## src/rtl/l1_mem_pkg.sv

```systemverilog
// Shared types and helpers for the L1 main-memory arbiter.
// Transaction states, requester port ids and fill-address alignment.
package l1_mem_pkg;

  typedef enum logic [1:0] {
    IDLE,
    CMD,
    FILL,
    WACK
  } state_t;

  localparam logic PORT_DCACHE = 1'b0;
  localparam logic PORT_ICACHE = 1'b1;

  // Clear the byte-offset bits so a fill always starts at the line base.
  function automatic logic [31:0] line_align(input logic [31:0] addr, input int offset_bits);
    logic [31:0] mask;
    mask = (32'd1 << offset_bits) - 32'd1;
    return addr & ~mask;
  endfunction

endpackage

```

## src/rtl/rr_arbiter2.sv

```systemverilog
// Two-requester round-robin arbiter: on contention the port that did not
// own the previous transaction wins; the history advances on i_update.
module rr_arbiter2 (
  input  logic       CLK,
  input  logic       RST,
  input  logic [1:0] i_req,
  input  logic       i_en,
  input  logic       i_update,
  input  logic       i_update_port,
  output logic [1:0] o_grant,
  output logic       o_grant_port
);

  logic r_last_grant;

  // NOTE: sequential state uses <= so every register samples pre-edge values.
  always_ff @(posedge CLK) begin
    if (RST) begin
      r_last_grant <= 1'b1;
    end else if (i_update) begin
      r_last_grant <= i_update_port;
    end
  end

  // NOTE: outputs get defaults first so no path can infer a latch.
  always_comb begin
    o_grant_port = i_req[1];
    o_grant      = 2'b00;
    if (i_req == 2'b11) begin
      o_grant_port = ~r_last_grant;
    end
    if (i_en && (i_req != 2'b00)) begin
      o_grant[o_grant_port] = 1'b1;
    end
  end

endmodule

```

## src/rtl/l1_mem_arbiter.sv

```systemverilog
// Shares one main-memory port between the L1 D-cache (port 0) and I-cache
// (port 1): line fills, single-word stores, per-owner responses, watchdog.
module l1_mem_arbiter
  import l1_mem_pkg::*;
#(
  parameter int  WORDS_PER_LINE = 8,
  parameter int  OFFSET_BITS    = 5,
  parameter int  TIMEOUT_CYCLES = 255,
  localparam int BEAT_W         = (WORDS_PER_LINE > 1) ? $clog2(WORDS_PER_LINE) : 1,
  localparam int WD_W           = $clog2(TIMEOUT_CYCLES + 1)
) (
  input  logic              CLK,
  input  logic              RST,
  input  logic [1:0]        req_valid,
  output logic [1:0]        req_ready,
  input  logic [1:0]        req_write,
  input  logic [63:0]       req_addr,
  input  logic [63:0]       req_wdata,
  output logic [1:0]        rsp_valid,
  output logic [31:0]       rsp_data,
  output logic [BEAT_W-1:0] rsp_beat,
  output logic              rsp_last,
  output logic              rsp_err,
  output logic              mem_valid,
  input  logic              mem_ready,
  output logic              mem_write,
  output logic [31:0]       mem_addr,
  output logic [31:0]       mem_wdata,
  input  logic              mem_rvalid,
  input  logic [31:0]       mem_rdata,
  input  logic              mem_wack
);

  state_t            r_state;
  state_t            w_state_nxt;
  logic              r_owner;
  logic              r_write;
  logic [31:0]       r_addr;
  logic [31:0]       r_wdata;
  logic [BEAT_W-1:0] r_beat_cnt;
  logic [WD_W-1:0]   r_wd_cnt;

  logic [1:0]        r_rsp_valid;
  logic [31:0]       r_rsp_data;
  logic [BEAT_W-1:0] r_rsp_beat;
  logic              r_rsp_last;
  logic              r_rsp_err;

  logic [1:0]        w_grant;
  logic              w_grant_port;
  logic [1:0]        w_owner_oh;
  logic              w_drain;
  logic              w_cmd_acc;
  logic              w_fill_beat;
  logic              w_last_beat;
  logic              w_wack;
  logic              w_event;
  logic              w_timeout;

  rr_arbiter2 u_rr (
    .CLK          (CLK),
    .RST          (RST),
    .i_req        (req_valid),
    .i_en         ((r_state == IDLE) && !RST),
    .i_update     (w_drain),
    .i_update_port(r_owner),
    .o_grant      (w_grant),
    .o_grant_port (w_grant_port)
  );

  // The final response is registered, so the transaction stays in its busy
  // state for the cycle that response is visible and then drops to IDLE.
  // Memory events arriving in that cycle belong to no transaction.
  assign w_drain     = r_rsp_last;
  assign w_owner_oh  = r_owner ? 2'b10 : 2'b01;
  assign w_cmd_acc   = (r_state == CMD)  && mem_ready  && !w_drain;
  assign w_fill_beat = (r_state == FILL) && mem_rvalid && !w_drain;
  assign w_wack      = (r_state == WACK) && mem_wack   && !w_drain;
  assign w_last_beat = w_fill_beat && (r_beat_cnt == BEAT_W'(WORDS_PER_LINE - 1));
  assign w_event     = w_cmd_acc || w_fill_beat || w_wack;
  assign w_timeout   = (r_state != IDLE) && !w_drain && !w_event &&
                       (r_wd_cnt == WD_W'(TIMEOUT_CYCLES - 1));

  always_comb begin
    w_state_nxt = r_state;
    unique case (r_state)
      IDLE:    if (w_grant != 2'b00) w_state_nxt = CMD;
      CMD:     if (w_cmd_acc) w_state_nxt = r_write ? WACK : FILL;
      default: ;
    endcase
    if (w_drain) begin
      w_state_nxt = IDLE;
    end
  end

  always_ff @(posedge CLK) begin
    if (RST) begin
      r_state    <= IDLE;
      r_owner    <= PORT_DCACHE;
      r_write    <= 1'b0;
      r_addr     <= '0;
      r_wdata    <= '0;
      r_beat_cnt <= '0;
      r_wd_cnt   <= '0;
    end else begin
      r_state <= w_state_nxt;

      if (w_grant != 2'b00) begin
        r_owner <= w_grant_port;
        r_addr  <= req_addr[{w_grant_port, 5'd0} +: 32];
        r_wdata <= req_wdata[{w_grant_port, 5'd0} +: 32];
        r_write <= req_write[w_grant_port] && (w_grant_port == PORT_DCACHE);
      end

      if (w_drain) begin
        r_beat_cnt <= '0;
      end else if (w_fill_beat && !w_last_beat) begin
        r_beat_cnt <= r_beat_cnt + BEAT_W'(1);
      end

      if ((w_state_nxt != r_state) || w_event) begin
        r_wd_cnt <= '0;
      end else if (r_state != IDLE) begin
        r_wd_cnt <= r_wd_cnt + WD_W'(1);
      end
    end
  end

  // Response path: one registered pulse per beat, store ack or abort.
  always_ff @(posedge CLK) begin
    if (RST) begin
      r_rsp_valid <= '0;
      r_rsp_data  <= '0;
      r_rsp_beat  <= '0;
      r_rsp_last  <= 1'b0;
      r_rsp_err   <= 1'b0;
    end else begin
      r_rsp_valid <= '0;
      r_rsp_data  <= '0;
      r_rsp_beat  <= '0;
      r_rsp_last  <= 1'b0;
      r_rsp_err   <= 1'b0;
      if (w_fill_beat) begin
        r_rsp_valid <= w_owner_oh;
        r_rsp_data  <= mem_rdata;
        r_rsp_beat  <= r_beat_cnt;
        r_rsp_last  <= w_last_beat;
      end else if (w_wack) begin
        r_rsp_valid <= w_owner_oh;
        r_rsp_last  <= 1'b1;
      end else if (w_timeout) begin
        r_rsp_valid <= w_owner_oh;
        r_rsp_beat  <= r_beat_cnt;
        r_rsp_last  <= 1'b1;
        r_rsp_err   <= 1'b1;
      end
    end
  end

  assign req_ready = w_grant;
  assign mem_valid = (r_state == CMD) && !w_drain;
  assign mem_write = mem_valid && r_write;
  assign mem_addr  = mem_valid ? (r_write ? r_addr : line_align(r_addr, OFFSET_BITS)) : '0;
  assign mem_wdata = mem_valid ? r_wdata : '0;

  assign rsp_valid = r_rsp_valid;
  assign rsp_data  = r_rsp_data;
  assign rsp_beat  = r_rsp_beat;
  assign rsp_last  = r_rsp_last;
  assign rsp_err   = r_rsp_err;

  a_rsp_onehot: assert property (@(posedge CLK) disable iff (RST) $onehot0(rsp_valid));
  a_ready_onehot: assert property (@(posedge CLK) disable iff (RST) $onehot0(req_ready));
  a_no_rsp_in_idle: assert property (@(posedge CLK) disable iff (RST)
    (r_state == IDLE) |-> (rsp_valid == 2'b00));

endmodule

```

## config.mk

```make
export PLATFORM = sky130hd
export DESIGN_NAME = l1_mem_arbiter
export DESIGN_NICKNAME = d
export VERILOG_FILES = /design/src/rtl/l1_mem_pkg.sv /design/src/rtl/rr_arbiter2.sv /design/src/rtl/l1_mem_arbiter.sv
export SDC_FILE = /design/constraint.sdc
export NUM_CORES = 1
export LEC_CHECK = 0
export ABC_CLOCK_PERIOD_IN_PS = 3720
export CORE_ASPECT_RATIO = 1.2
export CORE_MARGIN = 4
export CORE_UTILIZATION = 42
export CTS_BUF_LIST = sky130_fd_sc_hd__clkbuf_8
export DETAILED_ROUTE_END_ITERATION = 6
export GPL_ROUTABILITY_DRIVEN = 0
export PLACE_DENSITY = 0.86
export SETUP_SLACK_MARGIN = 0.1
export SLEW_MARGIN = 25
export SYNTH_ARGS = -nofsm -noshare
export SYNTH_HDL_FRONTEND = slang
export SYNTH_SLANG_ARGS = --single-unit
export TNS_END_PERCENT = 50
```

## constraint.sdc

```tcl
create_clock -name CLK -period 3.72 [get_ports CLK]
set_input_delay 0.372 -clock CLK [delete_from_list [all_inputs] [get_ports CLK]]
set_output_delay 0.372 -clock CLK [all_outputs]
set_load 0.03 [all_outputs]
```

==> summary.md, run 1 <==
The flow ran to the end, but the final reports show violations. The final reports fail on design-rule violations. The largest single stage delay on the critical path is 0.73 ns. The floorplan has 41 rows. The final layout contains 899 nets. On the final layout, the worst clock skew is 0.00797 ns. The tools report the total detailed-routing wirelength as 16,600 um. The depth of the worst register-to-register path is 5.

Mean cell area of the mapped netlist: 9.97 sq um. STA puts the critical path data required time at 3.35 ns. Entering global routing, the biggest net connects 67 pins.

The total count of hold-check failures in the final report is 0, and the part of the cycle the worst path needs is 81.5%. After detailed routing, the number of remaining DRC violations is 2. The floorplan step set the die width to 104 um. Port buffering added 274 buffers. The proportion of layout cells with a drive suffix above 1 came out at 6.36%. At the later pin of the worst-skew pair, clock insertion delay measures 0.41 ns. After clock tree synthesis, the clock-pin slew on the worst setup and hold paths is 0.07 ns. TritonCTS created 17 clock buffers. By area the synthesized netlist is led by sky130_fd_sc_hd__dfxtp_1 51%, sky130_fd_sc_hd__a222oi_1 14%, sky130_fd_sc_hd__and2_1 13%. The tools report the buffer depth of the longest clock path as 2.

The critical path in this run is classified as reg -> out. The count of nets left with antenna violations once routing finished came out at 0. The wire length per cell was 19.1 um.

TritonCTS built the clock tree. For the pin with the worst max-slew slack, the measured transition is 0.997 ns. The critical path crosses 5 cells after its start point. Synthesis produced 468 cells. The run gives 516 as the starting DRC count in detailed routing. The number of antenna violations at the first check in global routing was 2; the number of pins exceeding their max-slew limit in the final report was 0.

The logs give 0 ns for the setup TNS and 747 for the count of filler cells inserted in the layout. The classification of the worst-slack hold path was in -> reg. The synthesized design contains 0 enable-type register cells.

The run gives 0 as the total of endpoints with negative setup slack in the final report. The post-CTS setup repair buffer count is 0, and the die outline area is 12,900 sq um. The number of different library cells used by synthesis comes to 39. For the CTS sink count, the log shows 119.

Number of buffers and inverters on the critical path: 3. The setup slack after layout is 0.686 ns. After detailed routing, the number of vias per cell comes to 5.51. The tools report the initial standard-cell utilization of the core as 43.7%. For the global routing usage summed across all routing layers, the log shows 24.8%. The worst-case headroom to the max-slew limit is 33.5%. Of all nets on the critical path, the largest fanout is 66. Cell with the most instances after synthesis: sky130_fd_sc_hd__dfxtp_1. Static leakage: 3.05 nW.

During synthesis, Yosys emitted a total of 0 warnings. The y dimension of the die is 123 um. The number of synthesized register bits is 119. The net count after synthesis is 641, and the final HPWL from detailed placement is 12,000 um. The via count of the first global-routing pass was 4,798; the number of hold buffers added after cts was 0. The run gives 1.14 ns as the worst setup timing slack at the placement stage. The most used flip-flop cell after synthesis is sky130_fd_sc_hd__dfxtp_1. The number of resized instances in the post-cts repair step is 0, and the utilization after layout is 73.1%. The number of instances on the worst hold path is 3. For this design the ratio of total power to cell area is 406 nW/um^2.

The routed design could run at a clock period as short as 3.03 ns. Sequential elements use 51.1% of the synthesized area. For the post-synthesis instance area, the log shows 4660 sq um.

Fraction of registers with async set or reset after synthesis: 0%. The placeable core area came out at 10,700 sq um. The root buffer cell chosen for the clock tree is sky130_fd_sc_hd__clkbuf_8. On the critical path the largest part of the delay comes from buffers and inverters.

The commonest cells after synthesis are 119 x sky130_fd_sc_hd__dfxtp_1, 95 x sky130_fd_sc_hd__and2_1, 81 x sky130_fd_sc_hd__nor2_1, 64 x sky130_fd_sc_hd__a222oi_1, 20 x sky130_fd_sc_hd__clkbuf_1. For this design the top-level I/O count stands at 276. Setup repair after global routing left no endpoint under its margin. The logs give 7 for the detailed-router iteration count before antenna repair and 2.66 ns for the critical path data arrival time. The fraction of synthesized cell area taken by the top area cell type was 51.1%. The library cell contributing the largest single delay on the critical path was sky130_fd_sc_hd__clkdlybuf4s50_1.

Critical path capture point type: an output pin. The worst-case IR drop observed on VDD is 0.280 mV. The signal on the critical path passes through inv_2 -> nor3_4 -> buf_4 -> and2_1 -> clkdlybuf4s50_1. In this run the number of H-tree levels came out at 4. Summed over all layers, the global routing overflow is 0.

Achievable frequency: 330 MHz. The cell type with the highest aggregate area in the netlist is sky130_fd_sc_hd__dfxtp_1. The synthesis-to-finish area growth is 67.3%.

For the wire length of the first global-routing pass, the log shows 25,000 um. Kind of start point of the critical path: a register. The logs give 0 for the reported max-cap violation count and 4,784 for the count of vias placed by the detailed router.
-- routing by layer --
layer	GRT usage, %	vias up	part of all wire, %
met4	10.1	2	2.4
li1	-	2208	-
met5	0	-	0.078
met2	43.6	293	50
met3	12.1	30	13
met1	25.4	2251	35
-- flip-flops by register name, summed over array words and instances, names as in the netlist --
| signal | flops |
|---|---|
| r_addr | 32 |
| r_beat_cnt | 3 |
| r_owner | 1 |
| r_state | 2 |
| r_wd_cnt | 8 |
| r_wdata | 32 |
| r_write | 1 |
| rsp_beat | 3 |
| rsp_data | 32 |
| rsp_err | 1 |
| rsp_last | 1 |
| rsp_valid | 2 |
| u_rr.r_last_grant | 1 |
-- cells in the final DEF (no fill, tap or decap), types with 6 or more instances in the layout --
master	n
sky130_fd_sc_hd__nand2_1	6
sky130_fd_sc_hd__dfxtp_1	119
sky130_fd_sc_hd__clkdlybuf4s50_1	273
sky130_fd_sc_hd__and3_1	8
sky130_fd_sc_hd__clkbuf_8	19
sky130_fd_sc_hd__buf_4	6
sky130_fd_sc_hd__a222oi_1	64
sky130_fd_sc_hd__xor2_1	7
sky130_fd_sc_hd__nor2_1	81
sky130_fd_sc_hd__clkinv_2	6
sky130_fd_sc_hd__inv_1	7
sky130_fd_sc_hd__and2_1	95
-- logic make-up (layout without fill, tap and decap cells) --
logic type	Yosys count	count (layout)	share of synthesized area [%]
simple gates	207	207	23.5
flops	119	119	51.1
compound gates	80	80	16.2
buf+inv	46	317	5.79
xor+xnor	8	8	1.50
fa+ha+maj	4	4	1.07
mux	4	4	0.858
other cells	0	1	0
-- power breakdown --
group | leakage [nW] | switching (mW) | internal, mW | total, mW
clock network | 0.233 | 0.485 | 0.751 | 1.24
registers | 0.967 | 0.0400 | 1.34 | 1.38
logic | 1.85 | 0.261 | 0.294 | 0.555
total | 3.05 | 0.786 | 2.38 | 3.17
-- cell type report --
cell class	count	area (sq um)	area share, %
timing repair buffer	280	2780	35.7
sequential	119	2380	30.5
multi-input combinational	303	2030	26.1
clock buffer	19	262	3.35
clock inverter	13	161	2.07
tap	129	161	2.07
inverter	5	18.8	0.241
antenna	1	2.50	0.0321
-- worst register-to-register path, stage by stage (launching register included) --
cell and delay [ns]:
sky130_fd_sc_hd__dfxtp_1 0.46, sky130_fd_sc_hd__nor3_2 0.33, sky130_fd_sc_hd__and3_4 0.35, sky130_fd_sc_hd__buf_4 0.52
sky130_fd_sc_hd__a222oi_1 0.24, sky130_fd_sc_hd__nor2_1 0.15
-- final timing paths --
path / startpoint / endpoint / slack, ns
max: r_state[0] / mem_addr[12] / 0.69
min reg2reg: r_owner / rsp_valid[0] / 0.47
min: RST / u_rr.r_last_grant / 0.30
max reg2reg: r_state[1] / r_wdata[10] / 1.60
-- metrics by stage --
step / instance area [sq um] / power, mW / cells / hold slack (ns)
after CTS: 7800 / 3.20 / 868 / 0.280
after global placement: 7380 / 1.94 / 836 / 0.448
after detailed placement: 7380 / 1.96 / 836 / 0.443
after floorplan: 4660 / 1.67 / 468 / 0.421
final: 7800 / 3.17 / 869 / 0.297
after global routing: 7800 / 3.30 / 868 / 0.314
No activity file was read; power rests on OpenSTA's default activity.
==> run 2: changes to the inputs <==
- ABC_CLOCK_PERIOD_IN_PS: 3720 -> 2430
- CORE_UTILIZATION: 42 -> 35
- PLACE_DENSITY: 0.86 -> 0.77
- clock period: 3.72 -> 2.43 ns (I/O delays scaled with it)
==> summary.md, run 2 (same netlist as run 1, synthesis figures left out) <==
The static leakage was 3.19 nW (was 3.05 nW). Y dimension of the die: 134 um (was 123 um). The synthesis-to-finish area growth came out at 66.0% (was 67.3%). The tools report the clock tree root buffer cell as sky130_fd_sc_hd__clkbuf_8 (unchanged). For this run, the top clock speed supported by timing is 451 MHz.

Chip width: 113 um (was 104 um). The wire length per cell came out at 18.0 um (was 19.1 um). The number of cell rows came out at 45 (was 41).

The worst setup timing slack at the placement stage was 0.400 ns (was 1.14 ns); the CTS sink count was 119 (unchanged). Clock transition at the registers of the reported paths: 0.07 ns (about the same). The routed length on met1 came out at 5790 um (was 5770 um). The actual transition at the worst max-transition pin is 0.529 ns (was 0.997 ns). The setup TNS was 0 ns (unchanged); the remaining antenna violation count was 0 (unchanged). The run gives 2 (unchanged) as the buffer depth of the longest clock path. The part of the cycle the worst path needs was 91.3%; the via count of the first global-routing pass was 4,895 (was 4,798). The proportion of layout cells with a drive suffix above 1 was 16.3% (was 6.36%). The run gives 36.3% (was 43.7%) as the initial standard-cell utilization of the core. The run gives 0 (unchanged) as the number of pins exceeding their max-slew limit in the final report. The run gives 8240 um (was 8320 um) as the sum of met2 wire segment lengths after detailed routing. Setup repair after global routing left no endpoint under its margin. The final net count was 903 (was 899). The tools report the kind of start point of the critical path as a register (unchanged).

The run gives 64.7% (was 33.5%) as the worst-case headroom to the max-slew limit. The run gives 0 (unchanged) as the total of endpoints with negative setup slack in the final report. The pin count of the biggest net entering global routing is 67 (unchanged). The tools report the number of remaining DRC errors as 0 (was 2). The total count of hold-check failures in the final report came out at 0 (unchanged). The placed instance area is 7330 sq um (was 7380 sq um). The logs give 15,200 sq um (was 12,900 sq um) for the die outline area and 4,765 (was 4,784) for the count of vias placed by the detailed router. The ratio of routed vias to standard cells was 5.25 (was 5.51). Topmost layer with routed signal wires: met4 (was met5). Timing startpoint of the critical path: r_state[1] (was r_state[0]). The reported max-cap violation count came out at 0 (unchanged). Critical path required time: 2.19 ns (was 3.35 ns). The run gives 276 (unchanged) as the I/O pin count. The run gives 20.5% (was 24.8%) as the global routing usage summed across all routing layers. The setup slack after layout is 0.211 ns (was 0.686 ns). Most common cell after layout, fill and taps aside: sky130_fd_sc_hd__clkdlybuf4s50_1 (unchanged).

The number of H-tree levels was 4 (unchanged). The final HPWL from detailed placement is 11,900 um (was 12,000 um), and the setup clock skew after layout is 0.0101 ns (was 0.00797 ns). The final design area excluding fillers was 7740 sq um (was 7800 sq um).

The run gives 0 (unchanged) as the overall overflow remaining after global route. The tools report the beginning of the worst register-to-register path as r_state[1] (unchanged). The tools report the critical path capture point type as an output pin (unchanged). The tools report the antenna diode count as 0 (was 1). The number of hold buffers added after cts came out at 0 (unchanged).

Classification of the worst-slack hold path: in -> reg (unchanged). Detailed-router iteration count before antenna repair: 7 (unchanged). The worst-path maximum fanout is 66 (unchanged). The run gives 16,300 um (was 16,600 um) as the total detailed-routing wirelength.

The tools report the number of antenna violations at the first check in global routing as 0 (was 2). Most frequent cells in the layout: 205 x sky130_fd_sc_hd__clkdlybuf4s50_1, 118 x sky130_fd_sc_hd__dfxtp_1, 95 x sky130_fd_sc_hd__and2_1, 81 x sky130_fd_sc_hd__nor2_1, 73 x sky130_fd_sc_hd__buf_4 (was 273 x sky130_fd_sc_hd__clkdlybuf4s50_1, 119 x sky130_fd_sc_hd__dfxtp_1, 95 x sky130_fd_sc_hd__and2_1, 81 x sky130_fd_sc_hd__nor2_1, 64 x sky130_fd_sc_hd__a222oi_1). The power density over the cells is 614 nW/um^2 (was 406 nW/um^2). The end point of the critical path is req_ready[0] (was mem_addr[12]). The wire length of the first global-routing pass was 24,800 um (was 25,000 um). The category of the critical setup timing path was reg -> out (unchanged). The run gives 907 (was 869) as the number of standard cells in the layout, taps in and fillers out. The critical path data arrival time was 1.98 ns (was 2.66 ns); the met3 wire length was 1990 um (was 2110 um). The setup slack of the most critical reg-to-reg path is 0.56 ns (was 1.60 ns). The placeable core area is 12,800 sq um (was 10,700 sq um), and the maximum VDD drop is 0.467 mV (was 0.280 mV). Endpoint of the lowest-slack register-to-register path: r_addr[31] (was r_wdata[10]). The count of filler cells inserted in the layout is 1,079 (was 747). The run finished with clean final reports. For the instance count after placement with tap cells included, the log shows 875 (was 836).

TritonCTS built the clock tree. The starting DRC count in detailed routing is 468 (was 516). The logs give 17 (unchanged) for the number of buffers added by the clock tree synthesis step and 0.42 ns (was 0.41 ns) for the clock latency on the worst-skew pair. The count of buffers from port buffering is 274 (unchanged). The depth of the worst register-to-register path was 5 (unchanged); the clock period minus worst slack was 2.22 ns.
-- run 2: area by class of cell --
| class | count | area (sq um) | area share, % |
|---|---|---|---|
| clock inverter | 12 | 129 | 1.66 |
| sequential | 119 | 2380 | 30.8 |
| inverter | 5 | 18.8 | 0.242 |
| multi-input combinational | 303 | 2030 | 26.3 |
| clock buffer | 20 | 275 | 3.56 |
| tap | 164 | 205 | 2.65 |
| timing repair buffer | 284 | 2700 | 34.8 |
-- run 2: layer usage --
layer | global-route usage, % | up-vias
li1 | - | 2215
met1 | 21.4 | 2263
met2 | 35.9 | 266
met3 | 10.3 | 21
met4 | 6.81 | 0
met5 | 0 | -
-- run 2: power breakdown --
part	internal, mW	switching, mW
registers	2.05	0.0635
clock network	0.988	0.795
logic	0.459	0.401
-- run 2: through the flow --
stage | hold WS [ns] | power, mW | util (%)
6_report | 0.189 | 4.75 | 60.3
5_1_grt | 0.190 | 4.98 | 60.3
4_1_cts | 0.152 | 4.81 | 60.3
3_5_place_dp | 0.476 | 3.01 | 57.1
3_3_place_gp | 0.464 | 2.99 | 57.1
2_1_floorplan | 0.365 | 2.56 | -
-- run 2: worst min path at each step --
stage	start	to	slack [ns]	depth (start not counted)
after floorplan	mem_rdata[0]	rsp_data[0]	0.36	1
after global placement	r_owner	rsp_valid[0]	0.46	1
after detailed placement	r_wdata[13]	r_wdata[13]	0.48	2
after CTS	RST	u_rr.r_last_grant	0.15	3
after global routing	RST	u_rr.r_last_grant	0.19	3
final	RST	u_rr.r_last_grant	0.19	3
-- run 2: timing repair --
action / 4_1_cts / 5_1_grt
setup endpoints to repair: 0 / 40
buffers inserted: 0 / 0
gates resized for setup: 0 / 2
endpoints found under the hold margin: 0 / 0
-- run 2: worst max-delay path: stages (launching register included) --
cell and delay (ns):
sky130_fd_sc_hd__dfxtp_1 0.47, sky130_fd_sc_hd__nor3_2 0.33, sky130_fd_sc_hd__and3_4 0.24, sky130_fd_sc_hd__buf_12 0.25, sky130_fd_sc_hd__buf_4 0.23
